<file path="src/rtl/cvxif_instr_pkg.sv">
// Shared constants for the coprocessor instruction/result path.
// Holds the default result-buffer depth and the register-index width.
package cvxif_instr_pkg;

    localparam int COPRO_RESULT_DEPTH = 4;
    localparam int COPRO_RD_W         = 5;

endpackage

</file>
<file path="src/rtl/copro_result_fifo.sv">
// Generic circular FIFO: storage, wrap-around pointers, occupancy count, full/empty.
// Push and pop are accepted when space/data allow; a push while full succeeds only alongside a pop.
module copro_result_fifo #(
    parameter int WIDTH = 8,
    parameter int DEPTH = 4
) (
    input  logic                     clk,
    input  logic                     rst,
    input  logic                     push,
    input  logic                     pop,
    input  logic [WIDTH-1:0]         wdata,
    output logic [WIDTH-1:0]         rdata,
    output logic [$clog2(DEPTH):0]   count,
    output logic                     full,
    output logic                     empty
);
    localparam int AW = $clog2(DEPTH);

    logic [WIDTH-1:0] mem [DEPTH];
    logic [AW-1:0]    wr_ptr;
    logic [AW-1:0]    rd_ptr;
    logic [AW:0]      count_q;
    logic             do_push;
    logic             do_pop;

    assign empty   = (count_q == '0);
    assign full    = (count_q == (AW+1)'(DEPTH));
    assign do_pop  = pop && !empty;
    assign do_push = push && (!full || do_pop);

    assign rdata = mem[rd_ptr];
    assign count = count_q;

    // DEPTH is a power of two, so the pointers wrap by natural overflow.
    always_ff @(posedge clk) begin
        if (rst) begin
            for (int i = 0; i < DEPTH; i++) begin
                mem[i] <= '0;
            end
            wr_ptr  <= '0;
            rd_ptr  <= '0;
            count_q <= '0;
        end else begin
            if (do_push) begin
                mem[wr_ptr] <= wdata;
                wr_ptr      <= wr_ptr + 1'b1;
            end
            if (do_pop) begin
                rd_ptr <= rd_ptr + 1'b1;
            end
            case ({do_push, do_pop})
                2'b10:   count_q <= count_q + 1'b1;
                2'b01:   count_q <= count_q - 1'b1;
                default: count_q <= count_q;
            endcase
        end
    end

endmodule

</file>
<file path="src/rtl/copro_result_buffer.sv">
// Result buffer between the non-stallable coprocessor ALU and the CV-X-IF result port.
// Queues results, replays them under valid/ready, and issues credits so pushes never find it full.
import cvxif_instr_pkg::*;

module copro_result_buffer #(
    parameter int  XLEN     = 32,
    parameter int  DEPTH    = COPRO_RESULT_DEPTH,
    parameter type hartid_t = logic,
    parameter type id_t     = logic
) (
    input  logic                   clk_i,
    input  logic                   rst_i,
    input  logic                   issue_fire_i,
    output logic                   issue_ready_o,
    input  logic                   alu_valid_i,
    input  logic [XLEN-1:0]        alu_result_i,
    input  hartid_t                alu_hartid_i,
    input  id_t                    alu_id_i,
    input  logic [COPRO_RD_W-1:0]  alu_rd_i,
    input  logic                   alu_we_i,
    output logic                   result_valid_o,
    input  logic                   result_ready_i,
    output logic [XLEN-1:0]        result_data_o,
    output hartid_t                result_hartid_o,
    output id_t                    result_id_o,
    output logic [COPRO_RD_W-1:0]  result_rd_o,
    output logic                   result_we_o,
    output logic                   overflow_o
);
    localparam int CW = $clog2(DEPTH);

    typedef struct packed {
        logic [XLEN-1:0]       result;
        hartid_t               hartid;
        id_t                   id;
        logic [COPRO_RD_W-1:0] rd;
        logic                  we;
    } entry_t;

    entry_t        push_entry;
    entry_t        head_entry;
    logic [CW:0]   count;
    logic          full;
    logic          empty;
    logic          pop;
    logic          pending_q;
    logic          overflow_q;
    logic [CW+1:0] credit_sum;

    // Handshake: an entry transfers on a cycle where result_valid_o && result_ready_i;
    // while valid is high and ready low, every result_*_o holds its value.
    assign pop = result_valid_o && result_ready_i;

    assign push_entry = '{result: alu_result_i, hartid: alu_hartid_i, id: alu_id_i,
                          rd: alu_rd_i, we: alu_we_i};

    copro_result_fifo #(
        .WIDTH ($bits(entry_t)),
        .DEPTH (DEPTH)
    ) u_fifo (
        .clk   (clk_i),
        .rst   (rst_i),
        .push  (alu_valid_i),
        .pop   (pop),
        .wdata (push_entry),
        .rdata (head_entry),
        .count (count),
        .full  (full),
        .empty (empty)
    );

    // Credit counts stored entries plus the one result still inside the ALU; it
    // depends only on registers, so result_ready_i never reaches issue_ready_o.
    always_comb begin
        credit_sum    = (CW+2)'(count) + (CW+2)'(pending_q);
        issue_ready_o = credit_sum < (CW+2)'(DEPTH);
    end

    always_ff @(posedge clk_i) begin
        if (rst_i) begin
            pending_q  <= 1'b0;
            overflow_q <= 1'b0;
        end else begin
            pending_q <= issue_fire_i && issue_ready_o;
            if (alu_valid_i && full && !pop) begin
                overflow_q <= 1'b1;
            end
        end
    end

    assign result_valid_o  = !empty;
    assign result_data_o   = head_entry.result;
    assign result_hartid_o = head_entry.hartid;
    assign result_id_o     = head_entry.id;
    assign result_rd_o     = head_entry.rd;
    assign result_we_o     = head_entry.we;
    assign overflow_o      = overflow_q;

endmodule
</file>
<file path="config.mk">
export PLATFORM = sky130hd
export DESIGN_NAME = copro_result_buffer
export DESIGN_NICKNAME = d
export VERILOG_FILES = /design/src/rtl/cvxif_instr_pkg.sv /design/src/rtl/copro_result_fifo.sv /design/src/rtl/copro_result_buffer.sv
export SDC_FILE = /design/constraint.sdc
export NUM_CORES = 1
export LEC_CHECK = 0
export ABC_AREA = 1
export CORE_MARGIN = 4
export CORE_UTILIZATION = 43
export CTS_BUF_LIST = sky130_fd_sc_hd__clkbuf_16
export CTS_CLUSTER_DIAMETER = 60
export CTS_CLUSTER_SIZE = 24
export DETAILED_ROUTE_END_ITERATION = 10
export SYNTH_ARGS = -nofsm -noshare
export SYNTH_HDL_FRONTEND = slang
export SYNTH_SLANG_ARGS = --single-unit
</file>
<file path="constraint.sdc">
create_clock -name clk_i -period 12.05 [get_ports clk_i]
set_input_delay 2.41 -clock clk_i [delete_from_list [all_inputs] [get_ports clk_i]]
set_output_delay 2.41 -clock clk_i [all_outputs]
set_load 0.1 [all_outputs]
</file>
==> impl_metrics.ini, run 1 <==
[status]
outcome = complete, no violations

[power]
power_switching_mw = 0.971
p_leak_nw = 3.42
power_frac_comb = 0.409
finalPower_mw = 2.25
pwr-share-seq = 0.332
p_clk_frac = 0.260
p_sw_frac = 0.432
peakVddDrop_v = 0.000147
powerDensity_mw_per_mm2 = 243
power.internal_mw = 1.28

[worst_setup_path]
crit_fanout = 81
cp.arrival_ns = 3.78
cpPeakStageDelay_ns = 1.19
end_kind = output port
crit_required_ns = 9.64
crit_top_cell = buf_4
path_cells = buf_4 -> inv_2 -> buf_4 -> o21ai_0 -> o22ai_1 -> clkdlybuf4s50_1
cp_slowest_cell = clkdlybuf4s50_1
critPathLaunchType = flop
critPathKind = flop to output port

[floorplan]
design.core.area_mm2 = 0.0172
initial_core_util = 0.438
boundaryPins = 88
dieArea_mm2 = 0.0197
die_w_um = 140
rows = 48
die_y_um = 140

[clock_tree]
htreeDepth = 4
insertion_delay_ns = 0.42
clock_path_buffers = 2
ctsResizeCount = 0
cts_setup_buffers = 0
clk_pin_slew_ns = 0.06
cts_root_buf = clkbuf_16
hold_buffers = 0
cts_buffers = 17
cts_tree = yes
cts.sinks = 171

[detailed_routing]
vias_per_cell = 5.20
first_pass_iters = 5
routed_wl_um = 18300
wl_per_cell_um = 17.8
dr_total_vias = 5351
first_iter_violations = 386
drc = 0
ant_nets = 0

[timing]
tns_ns = 0
fin_ws_ns = 5.86
max_freq_ghz = 0.162
period_share = 0.514
holdWs_ns = 0.449
slew_violations = 0
skew_ns = 0.00905
final-hold-violation-count = 0
setup_viol = 0
tightest_slew_ns = 1.23
min_period_ns = 6.19
slew_headroom = 0.182
rsz0062_at_grt = no

[grt]
antenna_found_initial = 0
grt_overflow = 0
grt_max_degree = 82
grt_pass1_vias = 5443
grt_pass1_wl_um = 29100
grt_util_all_layers = 0.190

[synth]
synth_area_mm2 = 0.00755
synth_warnings = 0
synthCells = 723
muxShareOfSynthArea = 0
syn_avg_cell_area_um2 = 10.4
synth_top_family_by_area = simple AND/OR/NAND/NOR gates
synth_compound_area_frac = 0.0948
synth_fa_ha_area_frac = 0.00431
synthesis.nets = 770
yosys.area_share.simple = 0.158
synth_seq_area_share = 0.666
ys_ff_latch = 171
synth_cell_type_count = 24
synth_xor_area_frac = 0.00116

[min_path]
hp-class = flop to flop

[layout]
diodes = 0
area_growth_syn_to_layout_pct = 22.4
fin_nets = 838
fin_area_mm2 = 0.00923
fillerInstances = 1502
drive_gt1_frac = 0.152

[flow_run]
maxCapViolCount = 0

[place]
port_buffers = 87
dpl_cell_area_mm2 = 0.00860
gp_congestion = 0.753
pre_cts_ws_ns = 6.31
dp_hpwl_um = 10300
[metrics by stage]
stage | utilization | instances
floorplan | - | 723
global placement | 0.499 | 997
detailed placement | 0.499 | 997
CTS | 0.536 | 1029
global route | 0.536 | 1029
finish | 0.536 | 1029
[power groups by stage]
stage / logic [mW] / registers, mW / clock network [mW]
final: 0.918 / 0.746 / 0.584
after global routing: 0.966 / 0.750 / 0.620
after CTS: 0.926 / 0.746 / 0.592
after floorplan: 0.701 / 0.749 / 0
after global placement: 0.915 / 0.756 / 0
after detailed placement: 0.922 / 0.758 / 0
[layer usage]
layer  up-vias  GRT usage  share of wire  routed length, um
met4         0     0.0541          0.015                275
met3        23     0.0413          0.054                997
li1       2578          -              -                  -
met1      2600      0.243           0.43               7880
met2       150      0.326           0.50               9170
met5         -          0              0                  0
[placed cells by master (no fill, tap or decap), types with 5 or more instances in the layout]
cell,n
a21oi_1,5
buf_4,9
bufinv_16,5
clkbuf_16,17
clkdlybuf4s50_1,87
dfxtp_1,9
edfxtp_1,160
inv_1,60
inv_2,40
nand2_1,12
nor2_1,175
nor2_2,37
nor3_1,40
o21ai_0,85
o22ai_1,40
[area by class of cell]
class,count,area [um2],area share
Timing Repair Buffer,96,938,0.102
Clock inverter,15,208,0.0225
Multi-Input combinational cell,409,1990,0.216
Sequential cell,171,5030,0.545
Clock buffer,17,425,0.0461
Inverter,96,360,0.0390
Tap cell,225,282,0.0305
[logic make-up (layout without fill, tap and decap cells)]
group,count (synthesis),after routing
xor gates and xnor gates,1,1
buffers and inverters,143,224
and+or+nand+nor,273,273
AOI/OAI and AO/OA,133,133
DFF,171,171
adders and majority gates,2,2
[flip-flops by register name, summed over array words and instances, names as in the netlist, named ones only]
name,count
u_fifo.mem,160
u_fifo.count,3
pending_q,1
u_fifo.wr_ptr,2
u_fifo.rd_ptr,2
overflow_o,1
[cells in the mapped netlist]
cell / n / area share
nor2_2: 37 / 0.031
nor2_1: 176 / 0.088
ha_1: 1 / 0.0017
nand4_1: 1 / 0.00083
buf_6: 3 / 0.0045
clkbuf_1: 37 / 0.018
nand2_1: 12 / 0.0060
nand3_1: 4 / 0.0027
nor3_1: 40 / 0.027
fa_1: 1 / 0.0027
a21oi_1: 5 / 0.0033
xor2_1: 1 / 0.0012
inv_1: 58 / 0.029
o22ai_1: 40 / 0.033
nand3_4: 1 / 0.0023
dfxtp_1: 11 / 0.029
clkinv_1: 1 / 0.00050
buf_4: 1 / 0.0010
buf_2: 6 / 0.0040
or2_2: 1 / 0.00083
o21ai_0: 88 / 0.058
nand2_2: 1 / 0.00083
edfxtp_1: 160 / 0.64
inv_2: 37 / 0.018
[worst paths after layout]
kind,depth (start not counted),endpoint,slack [ns],startpoint
max reg2reg,5,u_fifo.mem[1][32],8.70,u_fifo.wr_ptr[0]
min,2,overflow_o,0.45,overflow_o
max,6,result_rd_o[0],5.86,flop
min reg2reg,2,overflow_o,0.45,overflow_o
[critical path, delay by kind of cell, from the launching register on]
kind | cells | cell delay, ns
buf+inv | 4 | 2.62
compound gates | 2 | 0.37
flops | 1 | 0.31
No activity file was read; power rests on OpenSTA's default activity.
==> inputs of run 2 (changes only) <==
Settings changed: PLACE_DENSITY from default to 0.66.
Clock period 12.05 ns to 5 ns, I/O delays scaled along.
==> impl_metrics.ini, run 2 (synthesis gave the netlist of run 1 again) <==
[status]
outcome = complete, no violations

[timing]
slew_violations = 0
slew_headroom = 0.289
skew_ns = 0.00835
tightest_slew_ns = 1.07
setup_viol = 0
period_share = 0.759
final-hold-violation-count = 0
min_period_ns = 3.80
rsz0062_at_grt = no
tns_ns = 0
max_freq_ghz = 0.263

[place]
dp_hpwl_um = 10500
gp_congestion = 0.764
port_buffers = 87
dp_cells = 1001

[power]
peakVddDrop_v = 0.000448
power_frac_comb = 0.396
pwr-share-seq = 0.328
p_leak_nw = 3.51
power.internal_mw = 3.13
p_sw_frac = 0.428
powerDensity_mw_per_mm2 = 594
p_clk_frac = 0.276
power_switching_mw = 2.35

[clock_tree]
cts_tree = yes
clock_path_buffers = 2
hold_buffers = 0
insertion_delay_ns = 0.43
cts.sinks = 171
cts_buffers = 17
cts_setup_buffers = 0
cts_root_buf = clkbuf_16
htreeDepth = 4
ctsResizeCount = 0
clk_pin_slew_ns = 0.07

[detailed_routing]
wl_per_cell_um = 17.6
first_iter_violations = 516
drc = 0
routed_wl_um = 18200
dr_total_vias = 5423
ant_nets = 0
first_pass_iters = 5
vias_per_cell = 5.25

[worst_setup_path]
crit_fanout = 41
critPathLaunchType = flop
r2r_slack_ns = 1.97
cpPeakStageDelay_ns = 0.68
crit_top_cell = buf_4
path_buf_inv = 4
r2r-end = u_fifo.mem[2][9]
cp.arrival_ns = 2.80
end_kind = output port
reg2reg_from = u_fifo.wr_ptr[0]
cp_slowest_cell = inv_1
critPathKind = flop to output port
crit_required_ns = 4.00
rr_worst_depth = 4
path_cells = buf_4 -> inv_1 -> buf_4 -> o21ai_0 -> o22ai_1 -> buf_4
crit_family = buffers and inverters

[min_path]
hp-class = flop to flop
whs_endpoint = overflow_o
min_delay_path_depth = 2
min_from = overflow_o

[layout]
final_cells = 1033
final_common_cell = nor2_1
fin_nets = 842
drive_gt1_frac = 0.209
diodes = 0
area_growth_syn_to_layout_pct = 22.2
top_register = u_fifo.mem
layout_common_cells = 175 x nor2_1, 160 x edfxtp_1, 85 x o21ai_0, 58 x inv_1, 52 x buf_4
largest_reg_flops = 160

[grt]
grt_pass1_wl_um = 28600
antenna_found_initial = 0
grt_util_all_layers = 0.186
grt_overflow = 0
grt_max_degree = 81
grt_pass1_vias = 5481

[floorplan]
boundaryPins = 88
rows = 48
die_w_um = 140
dieArea_mm2 = 0.0197
design.core.area_mm2 = 0.0172
die_y_um = 140
initial_core_util = 0.438

[flow_run]
maxCapViolCount = 0
[run 2: cell count changes in the layout (fill, tap and decap cells not counted)]
cell	before	now
clkinv_4	2	0
clkdlybuf4s50_1	87	47
clkinv_2	1	3
buf_4	9	52
inv_1	60	58
dfxtp_1	9	8
bufinv_16	5	7
buf_12	0	1
dfxtp_2	2	3
[run 2: how the worst max path moves through the flow]
stage | slack, ns | endpoint | cells after the start | start
floorplan | 0.32 | u_fifo.mem[0][0] | 3 | rst_i
global placement | 1.41 | u_fifo.mem[3][14] | 7 | rst_i
detailed placement | 1.35 | u_fifo.mem[3][14] | 7 | rst_i
CTS | 1.22 | result_data_o[31] | 6 | flop
global route | 1.05 | result_data_o[31] | 6 | flop
finish | 1.20 | result_data_o[31] | 6 | flop
[run 2: power by group through the flow]
stage               logic [mW]  registers (mW)  clock network, mW
CTS                       2.18            1.80               1.52
finish                    2.17            1.80               1.51
floorplan                 1.69            1.81                  0
detailed placement        2.17            1.83                  0
global route              2.28            1.81               1.59
global placement          2.16            1.82                  0
[run 2: layout make-up]
type / count / area (um2)
Clock buffer: 17 / 425
Fill cell: 1486 / 8020
Inverter: 96 / 360
Sequential cell: 171 / 5030
Clock inverter: 15 / 253
Tap cell: 225 / 282
Timing Repair Buffer: 100 / 881
Multi-Input combinational cell: 409 / 1990
[run 2: layer usage]
| layer | GRT usage | share of wire |
|---|---|---|
| met5 | 0 | 0 |
| met2 | 0.315 | 0.50 |
| met3 | 0.0331 | 0.047 |
| met4 | 0.0622 | 0.017 |
| met1 | 0.244 | 0.44 |
[run 2: worst reg2reg max path: stages, from the launching register on]
cell and delay, ns:
dfxtp_2 1.04, nor2_1 0.19, inv_2 0.73, o21ai_4 0.45, buf_4 0.36
[run 2: through the flow]
step | setup slack, ns | total power, mW | hold slack, ns | area [um2] | utilization
3_3_place_gp | 1.41 | 3.98 | 0.448 | 8540 | 0.496
3_5_place_dp | 1.35 | 4.00 | 0.449 | 8540 | 0.496
4_1_cts | 1.22 | 5.50 | 0.461 | 9220 | 0.535
5_1_grt | 1.05 | 5.67 | 0.496 | 9220 | 0.535
2_1_floorplan | 0.318 | 3.50 | 0.462 | 7550 | -
6_report | 1.20 | 5.48 | 0.460 | 9220 | 0.535
